<file path="src/rtl/i2c_slave_if.sv">
// Bus pins and byte-wide register-access port of the I2C target.
interface i2c_slave_if #(parameter int PTR_W = 8);
  logic             scl_i;
  logic             sda_i;
  logic             sda_oe;
  logic [PTR_W-1:0] reg_addr;
  logic [7:0]       reg_wdata;
  logic             reg_wr;
  logic             reg_rd;
  logic [7:0]       reg_rdata;
  logic             busy;

  modport slave  (input  scl_i, sda_i, reg_rdata,
                  output sda_oe, reg_addr, reg_wdata, reg_wr, reg_rd, busy);
  modport master (output scl_i, sda_i, reg_rdata,
                  input  sda_oe, reg_addr, reg_wdata, reg_wr, reg_rd, busy);
endinterface

</file>
<file path="src/rtl/i2c_slave.sv">
// 7-bit I2C target bridging pointer/write/read transactions to a byte register port.
// No clock stretching; SDA is driven open-drain through sda_oe.
module i2c_slave #(
  parameter logic [6:0] SLV_ADDR = 7'h50,
  parameter int         PTR_W    = 8
) (
  input  logic       clk,
  input  logic       nrst,
  i2c_slave_if.slave bus
);

  typedef enum logic [3:0] {
    IDLE, ADDR, ADDR_ACK, PTR, PTR_ACK, WDATA, WDATA_ACK, RDATA, RDATA_ACK, WAIT_STOP
  } state_e;

  state_e           state_q, state_d;
  logic [2:0]       scl_q, sda_q;
  logic [3:0]       bitcnt_q, bitcnt_d;
  logic [7:0]       shreg_q, shreg_d;
  logic             rw_q, rw_d;
  logic             ptr_done_q, ptr_done_d;
  logic             ack_q, ack_d;
  logic             sda_oe_q, sda_oe_d;
  logic [PTR_W-1:0] addr_q, addr_d;
  logic [7:0]       wdata_q, wdata_d;
  logic             wr_q, wr_d;
  logic             rd_q, rd_d;
  logic             load_q, load_d;
  logic             busy_q, busy_d;

  // [1] is the synchronised level, [2] its one-clk delay for edge detection
  logic scl_s, scl_p, sda_s, sda_p;
  logic scl_rise, scl_fall, start_ev, stop_ev;
  assign scl_s    = scl_q[1];
  assign scl_p    = scl_q[2];
  assign sda_s    = sda_q[1];
  assign sda_p    = sda_q[2];
  assign scl_rise = scl_s & ~scl_p;
  assign scl_fall = ~scl_s & scl_p;
  assign start_ev = scl_s & scl_p & sda_p & ~sda_s;
  assign stop_ev  = scl_s & scl_p & ~sda_p & sda_s;

  always_ff @(posedge clk or negedge nrst) begin
    if (!nrst) begin
      state_q    <= IDLE;
      scl_q      <= 3'b111;
      sda_q      <= 3'b111;
      bitcnt_q   <= '0;
      shreg_q    <= '0;
      rw_q       <= 1'b0;
      ptr_done_q <= 1'b0;
      ack_q      <= 1'b0;
      sda_oe_q   <= 1'b0;
      addr_q     <= '0;
      wdata_q    <= '0;
      wr_q       <= 1'b0;
      rd_q       <= 1'b0;
      load_q     <= 1'b0;
      busy_q     <= 1'b0;
    end else begin
      state_q    <= state_d;
      scl_q      <= {scl_q[1:0], bus.scl_i};
      sda_q      <= {sda_q[1:0], bus.sda_i};
      bitcnt_q   <= bitcnt_d;
      shreg_q    <= shreg_d;
      rw_q       <= rw_d;
      ptr_done_q <= ptr_done_d;
      ack_q      <= ack_d;
      sda_oe_q   <= sda_oe_d;
      addr_q     <= addr_d;
      wdata_q    <= wdata_d;
      wr_q       <= wr_d;
      rd_q       <= rd_d;
      load_q     <= load_d;
      busy_q     <= busy_d;
    end
  end

  always_comb begin
    state_d    = state_q;
    bitcnt_d   = bitcnt_q;
    shreg_d    = shreg_q;
    rw_d       = rw_q;
    ptr_done_d = ptr_done_q;
    ack_d      = ack_q;
    sda_oe_d   = sda_oe_q;
    addr_d     = addr_q;
    wdata_d    = wdata_q;
    wr_d       = 1'b0;
    rd_d       = 1'b0;
    load_d     = rd_q;
    busy_d     = busy_q;

    // Read data arrives the clk after the reg_rd strobe; present its MSB at once
    if (load_q && state_q == RDATA) begin
      shreg_d  = bus.reg_rdata;
      sda_oe_d = ~bus.reg_rdata[7];
    end

    if (scl_rise && bitcnt_q != 4'd8 &&
        (state_q == ADDR || state_q == PTR || state_q == WDATA)) begin
      shreg_d  = {shreg_q[6:0], sda_s};
      bitcnt_d = bitcnt_q + 4'd1;
    end

    case (state_q)
      ADDR: if (scl_fall && bitcnt_q == 4'd8) begin
        bitcnt_d = '0;
        if (shreg_q[7:1] == SLV_ADDR) begin
          sda_oe_d = 1'b1;
          busy_d   = 1'b1;
          rw_d     = shreg_q[0];
          state_d  = ADDR_ACK;
        end else begin
          state_d  = WAIT_STOP;
        end
      end
      ADDR_ACK: if (scl_fall) begin
        sda_oe_d = 1'b0;
        bitcnt_d = '0;
        if (rw_q) begin
          rd_d    = 1'b1;
          state_d = RDATA;
        end else if (!ptr_done_q) begin
          state_d = PTR;
        end else begin
          state_d = WDATA;
        end
      end
      PTR: if (scl_fall && bitcnt_q == 4'd8) begin
        sda_oe_d   = 1'b1;
        addr_d     = PTR_W'(shreg_q);
        ptr_done_d = 1'b1;
        bitcnt_d   = '0;
        state_d    = PTR_ACK;
      end
      PTR_ACK: if (scl_fall) begin
        sda_oe_d = 1'b0;
        state_d  = WDATA;
      end
      WDATA: if (scl_fall && bitcnt_q == 4'd8) begin
        sda_oe_d = 1'b1;
        wdata_d  = shreg_q;
        wr_d     = 1'b1;
        bitcnt_d = '0;
        state_d  = WDATA_ACK;
      end
      WDATA_ACK: if (scl_fall) begin
        sda_oe_d = 1'b0;
        addr_d   = addr_q + PTR_W'(1);
        state_d  = WDATA;
      end
      RDATA: begin
        if (scl_rise) bitcnt_d = bitcnt_q + 4'd1;
        else if (scl_fall && bitcnt_q == 4'd8) begin
          sda_oe_d = 1'b0;
          bitcnt_d = '0;
          state_d  = RDATA_ACK;
        end else if (scl_fall && bitcnt_q != 4'd0) begin
          shreg_d  = {shreg_q[6:0], 1'b0};
          sda_oe_d = ~shreg_q[6];
        end
      end
      RDATA_ACK: begin
        if (scl_rise) begin
          if (!sda_s) begin
            ack_d  = 1'b1;
            addr_d = addr_q + PTR_W'(1);
          end else begin
            state_d = WAIT_STOP;
          end
        end else if (scl_fall && ack_q) begin
          ack_d    = 1'b0;
          rd_d     = 1'b1;
          bitcnt_d = '0;
          state_d  = RDATA;
        end
      end
      default: ;
    endcase

    // Bus conditions override any bit-level activity in the same cycle
    if (stop_ev) begin
      state_d    = IDLE;
      sda_oe_d   = 1'b0;
      busy_d     = 1'b0;
      ptr_done_d = 1'b0;
      ack_d      = 1'b0;
      wr_d       = 1'b0;
      rd_d       = 1'b0;
      load_d     = 1'b0;
    end else if (start_ev) begin
      if (state_q == IDLE) ptr_done_d = 1'b0;
      state_d  = ADDR;
      bitcnt_d = '0;
      sda_oe_d = 1'b0;
      ack_d    = 1'b0;
      wr_d     = 1'b0;
      rd_d     = 1'b0;
      load_d   = 1'b0;
    end
  end

  assign bus.sda_oe    = sda_oe_q;
  assign bus.reg_addr  = addr_q;
  assign bus.reg_wdata = wdata_q;
  assign bus.reg_wr    = wr_q;
  assign bus.reg_rd    = rd_q;
  assign bus.busy      = busy_q;

endmodule

</file>
<file path="src/flat_wrapper.sv">
// flat-port wrapper written by rule: the top's interface ports become plain ports
module i2c_slave_flat 
#(
  parameter logic [6:0] SLV_ADDR = 7'h50,
  parameter int         PTR_W    = 8
)
  (clk, nrst, bus_scl_i, bus_sda_i, bus_reg_rdata, bus_sda_oe, bus_reg_addr, bus_reg_wdata, bus_reg_wr, bus_reg_rd, bus_busy);
  i2c_slave_if #(.PTR_W(PTR_W)) bus_i ();
  input  logic clk;
  input  logic nrst;
  input wire logic [$bits(bus_i.scl_i)-1:0] bus_scl_i;
  input wire logic [$bits(bus_i.sda_i)-1:0] bus_sda_i;
  input wire logic [$bits(bus_i.reg_rdata)-1:0] bus_reg_rdata;
  output wire logic [$bits(bus_i.sda_oe)-1:0] bus_sda_oe;
  output wire logic [$bits(bus_i.reg_addr)-1:0] bus_reg_addr;
  output wire logic [$bits(bus_i.reg_wdata)-1:0] bus_reg_wdata;
  output wire logic [$bits(bus_i.reg_wr)-1:0] bus_reg_wr;
  output wire logic [$bits(bus_i.reg_rd)-1:0] bus_reg_rd;
  output wire logic [$bits(bus_i.busy)-1:0] bus_busy;
  assign bus_i.scl_i = bus_scl_i;
  assign bus_i.sda_i = bus_sda_i;
  assign bus_i.reg_rdata = bus_reg_rdata;
  assign bus_sda_oe = bus_i.sda_oe;
  assign bus_reg_addr = bus_i.reg_addr;
  assign bus_reg_wdata = bus_i.reg_wdata;
  assign bus_reg_wr = bus_i.reg_wr;
  assign bus_reg_rd = bus_i.reg_rd;
  assign bus_busy = bus_i.busy;
  i2c_slave #(.SLV_ADDR(SLV_ADDR), .PTR_W(PTR_W)) u_core (.clk(clk), .nrst(nrst), .bus(bus_i));
endmodule
</file>
<file path="config.mk">
export PLATFORM = sky130hd
export DESIGN_NAME = i2c_slave_flat
export DESIGN_NICKNAME = d
export VERILOG_FILES = /design/src/rtl/i2c_slave_if.sv /design/src/rtl/i2c_slave.sv /design/src/flat_wrapper.sv
export SDC_FILE = /design/constraint.sdc
export NUM_CORES = 1
export LEC_CHECK = 0
export ABC_AREA = 1
export BUFFER_PORTS_ARGS = -buffer_cell sky130_fd_sc_hd__buf_2
export CAP_MARGIN = 30
export CELL_PAD_IN_SITES_DETAIL_PLACEMENT = 1
export CELL_PAD_IN_SITES_GLOBAL_PLACEMENT = 2
export CORE_ASPECT_RATIO = 1.1
export CORE_UTILIZATION = 33
export DETAILED_ROUTE_END_ITERATION = 16
export PLACE_DENSITY = 0.86
export RECOVER_POWER = 25
export SETUP_SLACK_MARGIN = 0.02
export SYNTH_ARGS = -nofsm -noshare
export SYNTH_HDL_FRONTEND = slang
export SYNTH_SLANG_ARGS = --single-unit
</file>
<file path="constraint.sdc">
create_clock -name clk -period 2 [get_ports clk]
set_input_delay 0.1 -clock clk [delete_from_list [all_inputs] [get_ports clk]]
set_output_delay 0.1 -clock clk [all_outputs]
set_load 0.02 [all_outputs]
</file>
# --- Word-level counts from Yosys, hierarchy flattened ---
# Cells that the tools add are included.
totals:
  reg_bits: 46
  in_bits: 12
  output_inout_bits: 20
  wordCells: 157
classes:
  add_sub_neg: 2
  eq_ne: 25
  muxes: 75
  n_bitwise: 13
  reduce_logical: 27
op_table:
  columns: ["operator", "n"]
  rows:
  - ["$mux 4", 22]
  - ["$mux 8", 10]
  - ["$mux 1", 37]
  - ["$pmux 4 s7", 1]
  - ["$pmux 8 s3", 1]
  - ["$eq 4x3->1 const B", 4]
  - ["$ne 4x2->1 const B", 4]
  - ["$pmux 4 s4", 1]
  - ["$ne 4x4->1 const B", 3]
  - ["$reduce_and 10->1", 1]
  - ["$reduce_and 3->1", 3]
  - ["$reduce_bool 9->1", 1]
  - ["$add 8x1->8 const B", 1]
  - ["$eq 4x2->1 const B", 2]
  - ["$eq 4x4->1 const B", 2]
  - ["$ne 4x1->1 const B", 2]
  - ["$reduce_bool 4->1", 2]
  - ["$and 1x1->1", 7]
  - ["$eq 7x7->1 const B", 1]
  - ["$logic_and 1x1->1", 6]
  - ["$not 1->1", 6]
  - ["$reduce_bool 2->1", 3]
  - ["$reduce_bool 3->1", 2]
  - ["$reduce_or 3->1", 2]
  - ["other kinds (14)", 18]

# --- Longest topological paths before layout ---
logic_depth:
  word_depth: 10
  mapped_depth: 12
  ltp_nobuf: 12

# --- Worst setup path after synthesis ---
# No wires, ideal clock.
synth_path:
  path_kind: "flip-flop to flip-flop"
  from: "register u_core.bitcnt_q[0]"
  to: "register u_core.addr_q[2] (netlist: u_core.bus.reg_addr[2])"
  setup_time_ps: 122
  arrival_time_ps: 1453
  required_time_ps: 1878
  setup_slack_ps: 425
  path_stages_with_launch: 11
  path_buffers: 1
  synth_period_minus_slack_ps: 1575
  path_cell_list: "dfrtp_1 > inv_1 > ha_1 > nand3_1 > inv_1 > nand2_1 > nor2_1 > o21ai_1 > buf_4 > nand2_1 > o21ai_1"
synth_between:
  elab_chain_len: 4
synth_lines:
  columns: ["item", "line", "text"]
  rows:
  - ["start: declaration", "i2c_slave.sv:18", "logic [3:0] bitcnt_q, bitcnt_d;"]
  - ["start signal: assignment", "i2c_slave.sv:64", "bitcnt_q <= bitcnt_d;"]
  - ["$eq 4x4->1", "i2c_slave.sv:130", "PTR: if (scl_fall && bitcnt_q == 4'd8) begin"]
  - ["$logic_and 1x1->1", "i2c_slave.sv:130", null]
  - ["$ne 2x2->1 (no line)", null, null]
  - ["$reduce_and 5->1 (no line)", null, null]
  - ["end signal: assignment", "i2c_slave.sv:70", "addr_q <= addr_d;"]
  - ["end: declaration", "i2c_slave.sv:24", "logic [PTR_W-1:0] addr_q, addr_d;"]
# Every way passes these cells.
# A chain may end at the register's enable or synchronous reset.

# --- Worst setup path after layout ---
# Ends and elaborated chain as after synthesis.

==> flow_summary_export.csv <==
group,metric,value,unit
floorplan,rows,33,
critical_path,critical_path_class,"reg -> reg",
cells_and_area,fin_util,40.8,%
grt,grt_overflow,0,
synth,ys_ff_latch,46,
floorplan,start_util,34.5,%
grt,grt_antenna_before_repair,0,
sta,fin_crit_sh,90.5,%
grt,grt_pass1_vias,2438,
detailed_routing,vias_per_cell,4.79,
cts,root_buffer,"clkbuf_8",
detailed_routing,first_iter_violations,52,
floorplan,die_w,86.7,um
detailed_routing,routedWlPerCell,14.2,um
cts,cts_max_path_buffers,2,
synth,synth.top_cell.area_share,38.4,%
synth,yosys.area.top_type,"dfrtp_1",
pwr,ir_drop,0.480,mV
sta,setup_viol,0,
detailed_routing,drt_wl_total,7270,um
cts,cts_setup_buffers,0,
critical_path,cp-end-kind,"register",
critical_path,cp_max_fo,7,
run_status,status,"finished clean",
synth,synth_cell_type_count,31,
synth,synth_edf_count,0,
cts,cts_tree,"done",
detailed_routing,drtPass1Iterations,4,
synth,netlist_top_cells_count,"nand2_1 (116), dfrtp_1 (40), inv_1 (34), nor2_1 (30), nand3_1 (29)",
placed_design,dp_hpwl,5710,um
placed_design,place_congestion,0.866,
grt,grt_pass1_wl,12300,um
pwr,p_per_area,1270,nW/um2
critical_path,start_kind,"register",
sta,fmax,552,MHz
synth,syn_area_per_cell,7.28,um2
floorplan,core,7560,um2
sta,whs,0.0596,ns
synth,synth_ff_type,"dfrtp_1",
worst_hold_path,worstHoldPathType,"in -> reg",
floorplan,die_area,8260,um2
floorplan,ios,32,
detailed_routing,drc,0,
placed_design,portBuffers,31,
synth,syn_nets,373,
cells_and_area,fin_nets,421,
sta,period_minus_slack,1.81,ns
run,maxCapViolations,0,
sta,tns,0,ns
grt,grtUsageTotal,19.3,%
sta,hold_violations,0,
synth,synthArstFlopShare,100,%
critical_path,required,2.24,ns
detailed_routing,antenna_left,0,
sta,relSlewSlack,33.0,%
cts,insertion_delay,0.30,ns
synth,synth-seq-area-share,44.5,%
synth,ys_top_cells_by_area,"dfrtp_1 (38%), nand2_1 (17%), dfstp_2 (6.0%), nand3_1 (5.6%), inv_1 (4.9%)",
cells_and_area,drive_gt1_share,19.9,%
sta,maxSlewViolCount,0,
synth,netlist_area,2610,um2
cells_and_area,area_growth,18.3,%
pwr,power.leakage,0.00164,uW
cells_and_area,diodes,0,
cells_and_area,design_area,3080,um2
grt,grt_max_degree,18,
cts,h-tree-depth,2,
sta,rsz0062_at_grt,"false",
cts,clkSlewWorstSetupHoldPaths,0.09,ns
sta,fin_skew,0.00900,ns
detailed_routing,via_count,2450,
synth,syn_inst,358,
floorplan,die_h,95.2,um
synth,synth_most_common_cell,"nand2_1",
synth,synth_warnings,0,
placed_design,placed_area,2950,um2
cts,cts_sinks,46,
critical_path,arrival,2.05,ns
sta,tightest_slew,1.00,ns
cts,numCtsBuffers,5,
flip-flops by register name, summed over array words and instances (netlist names):
name                  count
u_core.ptr_done_q         1
u_core.state_q            4
u_core.load_q             1
u_core.ack_q              1
u_core.bus.reg_rd         1
u_core.shreg_q            8
u_core.rw_q               1
u_core.bus.sda_oe         1
u_core.bus.reg_wdata      8
u_core.bus.busy           1
u_core.scl_q              3
u_core.bitcnt_q           4
u_core.bus.reg_wr         1
u_core.sda_q              3
u_core.bus.reg_addr       8
worst paths after layout:
check                           cells after the start                from  slack (ns)                endpoint
worst min register to register                      0     u_core.scl_q[0]        0.36         u_core.scl_q[1]
max in group asynchronous                           3                nrst        0.53      u_core.bitcnt_q[1]
worst max-delay path                               10  u_core.bitcnt_q[0]        0.19  u_core.bus.reg_addr[2]
worst min-delay path                                3    bus_reg_rdata[0]        0.06       u_core.shreg_q[0]
min in group asynchronous                           2                nrst        0.48  u_core.bus.reg_addr[4]
worst max register to register                     10  u_core.bitcnt_q[0]        0.19  u_core.bus.reg_addr[2]
logic make-up after synthesis:
kind of cell / share of synthesized area, %
xor gates and xnor gates: 1.68
buffers and inverters: 7.49
and+or+nand+nor: 33.8
AOI/OAI and AO/OA: 11.1
DFF: 44.5
adders and majority gates: 1.44
worst max-delay path, cell delays in order, from the launching register on:
cell and delay (ns):
dfrtp_1 0.44, inv_2 0.08, ha_1 0.21, nand3_1 0.08
inv_1 0.08, nand2_1 0.09, nor2_1 0.06, o21ai_1 0.36
buf_4 0.23, nand2_1 0.06, o21ai_1 0.07
cell usage in the layout (no fill, tap or decap), types with 4 or more instances in the layout:
cell type  instances
nand3_1           29
inv_2             10
buf_4             11
nor2_1            30
dfstp_2            5
a21oi_1           18
inv_1             33
dfrtp_1           40
nor2_2             6
nand2_1          116
xor2_1             4
buf_2             30
o21ai_0           18
clkbuf_8           5
o21ai_1           15
power breakdown:
| group | internal [uW] | switching, uW |
|---|---|---|
| Sequential | 1160 | 247 |
| Clock | 368 | 325 |
| Combinational | 633 | 1200 |
| Total | 2160 | 1780 |
routing by layer:
layer | global-route usage [%] | share of wire (%)
met3 | 2.86 | 1.8
met4 | 3.75 | 0.66
met5 | 0 | 0
met1 | 24.4 | 46
met2 | 35.2 | 52
stage by stage:
stage	instances	setup WS, ns	power, uW
4_1_cts	512	0.151	3980
2_1_floorplan	358	0.425	2690
6_report	512	0.190	3930
5_1_grt	512	0.0508	4290
3_5_place_dp	501	0.179	3260
3_3_place_gp	501	0.238	3210
area by class of cell:
class,count,area [um2]
inverters,43,161
well taps,105,131
repair buffers,46,272
multi-input cells,264,1250
clock inverters,3,40.0
clock buffers,5,68.8
fillers,988,4470
flip-flops and latches,46,1160
timing repair:
item / 4_1_cts / 5_1_grt
resized for setup: 0 / 1
endpoints found under the setup margin: 0 / 2
hold buffers: 3 / 0
endpoints found under the hold margin: 13 / 0
Power figures use the tool's default switching activity.
